<file path="config.mk">
export PLATFORM = sky130hd
export DESIGN_NAME = send_arb
export DESIGN_NICKNAME = d
export VERILOG_FILES = /design/src/rtl/send_arb.sv
export SDC_FILE = /design/constraint.sdc
export NUM_CORES = 1
export LEC_CHECK = 0
export BUFFER_PORTS_ARGS = -buffer_cell sky130_fd_sc_hd__clkbuf_2
export CAP_MARGIN = 20
export CORE_MARGIN = 2
export CORE_UTILIZATION = 35
export DETAILED_ROUTE_END_ITERATION = 6
export PLACE_DENSITY_LB_ADDON = 0.1
export RECOVER_POWER = 100
export SYNTH_ARGS = -nofsm -noshare
export SYNTH_HDL_FRONTEND = slang
export SYNTH_SLANG_ARGS = --single-unit
</file>
<file path="constraint.sdc">
create_clock -name clk -period 3.3 [get_ports clk]
set_clock_uncertainty 0.15 [all_clocks]
set_input_delay 0.495 -clock clk [delete_from_list [all_inputs] [get_ports clk]]
set_output_delay 0.495 -clock clk [all_outputs]
set_load 0.05 [all_outputs]
</file>
<file path="src/rtl/send_arb.sv">
// send_arb: round-robin arbiter for four frame requesters sharing one send path.
// A grant latches the requester index and frame length. The send handshake
// (fs_send/fd_send) then runs, guarded by a timeout. A fixed idle gap follows
// before the next grant is allowed.
module send_arb #(
  parameter int GAP_CYC = 16,
  parameter int TIMEOUT = 50000
) (
  input  logic        clk,
  input  logic        rst,
  input  logic [3:0]  req,
  input  logic [51:0] req_len,
  input  logic        hold,
  output logic        fs_send,
  input  logic        fd_send,
  output logic [3:0]  data_idx,
  output logic [12:0] data_len,
  output logic [3:0]  ack,
  output logic        busy,
  output logic        err_timeout,
  input  logic        err_clr
);

  localparam logic [1:0] ST_IDLE = 2'd0;
  localparam logic [1:0] ST_SEND = 2'd1;
  localparam logic [1:0] ST_GAP  = 2'd2;

  // Terminal counts: the SEND counter starts at 0 on entry, and so does the GAP counter.
  localparam logic [15:0] TMO_LAST = 16'(TIMEOUT - 1);
  localparam logic [7:0]  GAP_LAST = 8'(GAP_CYC - 1);

  logic [1:0]  state_q, state_d;
  logic [1:0]  ptr_q, ptr_d;
  logic [1:0]  idx_q, idx_d;
  logic [12:0] len_q, len_d;
  logic        fs_q, fs_d;
  logic [3:0]  ack_q, ack_d;
  logic        err_q, err_d;
  logic [15:0] tmo_q, tmo_d;
  logic [7:0]  gap_q, gap_d;

  logic        grant_valid;
  logic [1:0]  grant_idx;
  logic [12:0] grant_len;

  // Round-robin search starting one past the last granted index, wrapping at 4.
  always_comb begin
    logic [1:0] cand;
    grant_valid = 1'b0;
    grant_idx   = 2'd0;
    cand        = 2'd0;
    for (int k = 1; k <= 4; k++) begin
      cand = ptr_q + k[1:0];
      if (!grant_valid && req[cand]) begin
        grant_valid = 1'b1;
        grant_idx   = cand;
      end
    end
  end

  // Select the length lane of the candidate requester.
  always_comb begin
    case (grant_idx)
      2'd0:    grant_len = req_len[12:0];
      2'd1:    grant_len = req_len[25:13];
      2'd2:    grant_len = req_len[38:26];
      default: grant_len = req_len[51:39];
    endcase
  end

  // Next-state logic for the IDLE/SEND/GAP controller and its counters.
  always_comb begin
    state_d = state_q;
    ptr_d   = ptr_q;
    idx_d   = idx_q;
    len_d   = len_q;
    fs_d    = fs_q;
    ack_d   = 4'b0000;
    tmo_d   = tmo_q;
    gap_d   = gap_q;
    // A clear request loses to a timeout raised in the same cycle (set below).
    err_d   = err_clr ? 1'b0 : err_q;

    case (state_q)
      ST_IDLE: begin
        tmo_d = 16'd0;
        gap_d = 8'd0;
        fs_d  = 1'b0;
        if (!hold && grant_valid) begin
          ptr_d = grant_idx;
          idx_d = grant_idx;
          len_d = grant_len;
          if (grant_len == 13'd0) begin
            // An empty frame completes at once and never starts a send.
            ack_d   = 4'b0001 << grant_idx;
            state_d = ST_GAP;
          end else begin
            fs_d    = 1'b1;
            state_d = ST_SEND;
          end
        end
      end

      ST_SEND: begin
        if (fd_send) begin
          // Done wins even when it lands on the final timeout cycle.
          fs_d    = 1'b0;
          ack_d   = 4'b0001 << idx_q;
          gap_d   = 8'd0;
          state_d = ST_GAP;
        end else if (tmo_q == TMO_LAST) begin
          fs_d    = 1'b0;
          err_d   = 1'b1;
          gap_d   = 8'd0;
          state_d = ST_GAP;
        end else begin
          tmo_d = tmo_q + 16'd1;
        end
      end

      ST_GAP: begin
        if (gap_q == GAP_LAST) begin
          // Saturate here until com drops its done line.
          if (!fd_send) begin
            gap_d   = 8'd0;
            state_d = ST_IDLE;
          end
        end else begin
          gap_d = gap_q + 8'd1;
        end
      end

      default: begin
        fs_d    = 1'b0;
        state_d = ST_IDLE;
      end
    endcase
  end

  // State and output registers; reset leaves requester 0 as first priority.
  always_ff @(posedge clk or posedge rst) begin
    if (rst) begin
      state_q <= ST_IDLE;
      ptr_q   <= 2'd3;
      idx_q   <= 2'd0;
      len_q   <= 13'd0;
      fs_q    <= 1'b0;
      ack_q   <= 4'b0000;
      err_q   <= 1'b0;
      tmo_q   <= 16'd0;
      gap_q   <= 8'd0;
    end else begin
      state_q <= state_d;
      ptr_q   <= ptr_d;
      idx_q   <= idx_d;
      len_q   <= len_d;
      fs_q    <= fs_d;
      ack_q   <= ack_d;
      err_q   <= err_d;
      tmo_q   <= tmo_d;
      gap_q   <= gap_d;
    end
  end

  assign fs_send     = fs_q;
  assign data_idx    = {2'b00, idx_q};
  assign data_len    = len_q;
  assign ack         = ack_q;
  assign busy        = (state_q != ST_IDLE);
  assign err_timeout = err_q;

endmodule

</file>
# After elaboration in Yosys (flattened, before gate mapping)
# Index checks and enable logic that the tools add are counted.
# classes
n_addsub,5
n_eq_ne,13
n_shift,2
n_mux,45
reduce_logical,19
magnitude_cmp,4
n_div,0
multipliers,0
n_bitwise,1
# ops
op,n
$pmux W13 S3,1
$mux W16,2
$mux W8,4
$pmux W16 S2,1
$pmux W8 S3,1
$mux W2,10
$add A16 B1 Y16 const B,1
$eq A16 B16 Y1 const B,1
$mux W1,16
$logic_not A13 Y1,1
$lt A2 B3 Y1 const B,4
$mux W4,3
$ne A2 B2 Y1 const B,5
$add A8 B1 Y8 const B,1
$bmux W1 S2,4
$eq A8 B4 Y1 const B,1
$pmux W4 S2,1
$shl A1 B2 Y4 const A,2
$ne A3 B3 Y1 const B,2
$pmux W2 S3,1
$reduce_and A3 Y1,2
$add A2 B2 Y2 const B,2
$eq A2 B1 Y1 const B,2
$eq A2 B2 Y1 const B,2
other kinds (10),19
# word_totals
n_memories,0
regBits,49
in_bits,61
latchBits,0
ramBits,0
word_cells,98
out_inout_bits,24
rom_bits,0

# Longest topological paths before layout
# logic_depth
word_depth,19
depth_mapped,9
depth_no_buf,7

# Least setup slack after synthesis
# Ideal clock, no wire load.
# synth_timing
path_kind,register -> register
start,register ptr_q[1]
end,register fs_q (netlist: fs_send)
path_stages_with_launch,8
period_less_slack_ps,2399
t_required_ps,3026
setup_time_ps,124
arrival_ps,2125
slack_ps,901
path_buffers,1
path_cell_list,dfstp_2 mux2i_1 o21a_1 clkbuf_1 o2111ai_1 a22oi_2 nand4b_4 o31a_1
# synth_between
elab_chain_cells,19
word_cells_on_any_way,34
classes_between,add/sub (3); eq/ne (2); mux (20); reduce/logical (9)
# synth_lines
item,line_no,rtl
"start, declared",33,"logic [1:0] ptr_q, ptr_d;"
"start signal, assigned",154,ptr_q <= ptr_d;
$add A2 B1 Y2,53,cand = ptr_q + k[1:0];
$bmux W1 S2,54,if (!grant_valid && req[cand]) begin
$mux W1 (not written as such),54,
$mux W1,54,
$logic_not A1 Y1,54,
$logic_and A1 B1 Y1,54,
$mux W1,54,
$logic_not A1 Y1,54,
[... 3 more ...],-,
$logic_and A1 B1 Y1,54,
$mux W2,54,
"$eq A2 B2 Y1, or another cell as far along",63,case (grant_idx)
$pmux W13 S3,63,
$logic_not A13 Y1,93,if (grant_len == 13'd0) begin
$mux W1,93,
$mux W1 *,89,if (!hold && grant_valid) begin
$pmux W1 S3 *,84,case (state_q)
"end signal, assigned",157,fs_q <= fs_d;
"end, declared",36,"logic fs_q, fs_d;"
# Every way passes the cells marked *; elsewhere a longest branch is shown, timed or not. The select of a mux whose other input is x is not followed.
# A chain may end at the register's enable or synchronous reset.

# Worst setup path after layout
# Ends and elaborated chain as after synthesis.

==> run summary <==
Seq cells post-synth = 49
Power Density = 725.8 nW/um^2
CP required = 3.34 ns
Seq/Total Area, Yosys = 38.09%
H-tree levels = 2
Net Sw Frac = 52.39%
Startpoint Class = register
DIE HEIGHT = 100 um
Layout filler cell count = 948
CTS max path bufs = 2
Final hold slack = 0.2225 ns
Root Buffer = clkbuf_8
Vias in the first global route = 2930
Ranking of synthesized cells by area = dfrtp_1 36%, nand2_1 7.0%, o311ai_0 6.2%, o21ai_0 5.1%, inv_1 3.4%
Max Fclk = 335.2 MHz
Worst slack, placed = 0.3375 ns
Number of I/O pins = 85
Post-Route WL = 8.914 mm
Actual slew at the worst max-slew pin = 1.078 ns
Cell count after synthesis = 384
Internal Power = 0.001297 W
Static Leak = 1.743 nW
Setup ws final = 0.3171 ns
Initial core utilization = 35.41%
CP max FO = 29
Share of cells above drive strength 1 = 18.82%
Netlist cell types = 55
Worst skew pair latency = 0.30 ns
Final period util = 90.39%
# diodes = 0
Vias post-DR = 3102
Combinational share of power = 54.2%
Status = complete, no violations
Area leader, netlist = dfrtp_1
Finished Core Util = 41.20%
Setup violators final = 0
Rows = 35
Setup TNS = 0 ns
Pin count of the biggest net entering global routing = 50
Clock network power share = 13.0%
Max Slew Vio Count = 0
DIE AREA = 10000 sq um
Detailed Routing Iterations Pass 1 = 4
Peak supply drop = 306.8 uV
Placed cells = 558
Clock sinks = 49
Clock buffer count from CTS = 5
CTS resizes = 0
Synth Flop Type = dfrtp_1
RSZ-0062 raised after global routing = no
Die Wd = 100 um
Post-synth ARST share = 100.0%
DP HPWL = 6.711 mm
Number of flops mapped to enable cells by yosys = 0
GRT Total Usage = 18.53%
Routability cong. = 0.8801
GRT Residual Overflow = 0
Synth warn = 0
Most frequent cells in the layout = 61 x clkbuf_2, 60 x nand2_1, 47 x dfrtp_1
Mapped cell area = 3226 sq um
Commonest non-fill, non-tap cell in the layout = clkbuf_2
Non-Filler Instances = 568
DR iter-0 viols = 138
Nets = 519
CTS tree = yes
Wirelength per Cell = 15.69 um
Core area = 9109 sq um
DRC viols = 0
WP data arrival = 3.02 ns
Area growth syn-to-layout = 16.33%
First-pass GRT wire length = 14.99 mm
I/O Buffers = 82
Syn_area_per_cell = 8.400 sq um
Clock-pin transition on the worst setup and hold timing paths = 0.09 ns
Final hold violation count = 0
Critical path capture point type = register
Detail Route Antenna Nets = 0
Max-cap violations = 0
Hold crit path type = input port to register
Seq pwr share = 32.8%
Top cell type's share of synthesized area = 36.46%
Initial antenna violation count = 0
Vias per cell = 5.461
Crit Path Category = register to register
Worst slew margin = 28.16%
Final Critical Period = 2.983 ns
Sw Pwr = 0.001427 W
==> worst paths after layout <==
check / cells past startpoint / startpoint / end / slack, ns
min in group asynchronous: 3 / rst / gap_q[5]$_DFFE_PP0P_ / 0.51
setup reg to reg: 7 / ptr_q[1]$_DFFE_PP1P_ / fs_send$_DFFE_PP0P_ / 0.32
max in group asynchronous: 4 / rst / idx_q[0]$_DFFE_PP0P_ / 1.18
hold reg to reg: 2 / data_len[10]$_DFFE_PP0P_ / data_len[10]$_DFFE_PP0P_ / 0.33
setup / recovery: 7 / ptr_q[1]$_DFFE_PP1P_ / fs_send$_DFFE_PP0P_ / 0.32
hold / removal: 2 / err_clr / err_timeout$_DFF_PP0_ / 0.22
==> cells by family (layout without fill, tap and decap cells) <==
kind of cell | count (synthesis) | count (layout) | synth area share [%]
multiplexers | 4 | 4 | 1.241
buffers and inverters | 56 | 128 | 7.951
adder cells (fa/ha/maj) | 2 | 2 | 0.7757
other | 1 | 2 | 0.1163
AO/OA/AOI/OAI | 119 | 119 | 27.62
flip-flops | 49 | 49 | 38.09
AND/OR/NAND/NOR | 147 | 147 | 22.58
XOR/XNOR | 6 | 6 | 1.629
==> what timing repair did <==
action | in CTS | in global routing
endpoints found under the hold margin | 0 | 7
hold buffers | 0 | 1
setup buffers | 0 | 0
==> registers in the layout (all words and copies together) (netlist names) <==
signal / cells
gap_q: 8
tmo_q: 16
idx_q: 2
data_len: 13
err_timeout: 1
ptr_q: 2
state_q: 2
ack: 4
fs_send: 1
==> cells in the mapped netlist (all sizes together), types with 4 or more instances <==
library cell and n:
nand2 60, dfrtp 47, o21ai 36, inv 29
o311ai 24, nand3 20, nor2 20, clkbuf 15
buf 12, nand4 12, o2111ai 12, o221ai 12
a21oi 8, and3 7, a22oi 6, nand4b 5
xor2 5, a31oi 4, and2 4, mux2i 4
nor2b 4, nor3 4
==> worst max-delay path, stage by stage, from the launching register on <==
cell and delay (ns):
dfstp_2 0.61, and3b_1 0.62, o31a_1 0.22, buf_4 0.29
o2111ai_1 0.19, a22oi_2 0.40, nand2_1 0.10, o31a_1 0.29
==> routing by layer <==
layer	GRT usage, %	up-vias	share of wire, %	wire length (um)
met5	0	-	0	0
met4	3.477	0	0.47	42
met3	3.273	2	4.6	412
met2	28.22	90	44	3955
met1	27.79	1436	51	4503
li1	-	1574	-	-
==> cell type report <==
cell class              instances  area (sq um)  area share, %
well taps                     111         138.9          3.701
inverters                      29         108.9          2.901
repair buffers                 91         450.4          12.00
clock buffers                   6         72.57          1.934
clock inverters                 2         10.01         0.2668
flip-flops and latches         49          1229          32.74
multi-input cells             280          1743          46.45
==> per-stage QoR <==
| stage | instance area, sq um | total power, W |
|---|---|---|
| after global routing | 3752 | 0.002950 |
| after floorplan | 3229 | 0.002066 |
| after global placement | 3684 | 0.002410 |
| after CTS | 3766 | 0.002785 |
| after detailed placement | 3684 | 0.002419 |
| final | 3752 | 0.002723 |
==> power groups by stage <==
stage               Clock (W)  Combinational (W)  Sequential, W
finish               0.000353            0.00148       0.000894
global route         0.000394            0.00163       0.000926
CTS                  0.000373            0.00151       0.000898
detailed placement          0            0.00151       0.000907
global placement            0            0.00150       0.000906
floorplan                   0           0.000871        0.00119
(Power assumes the default switching activity.)
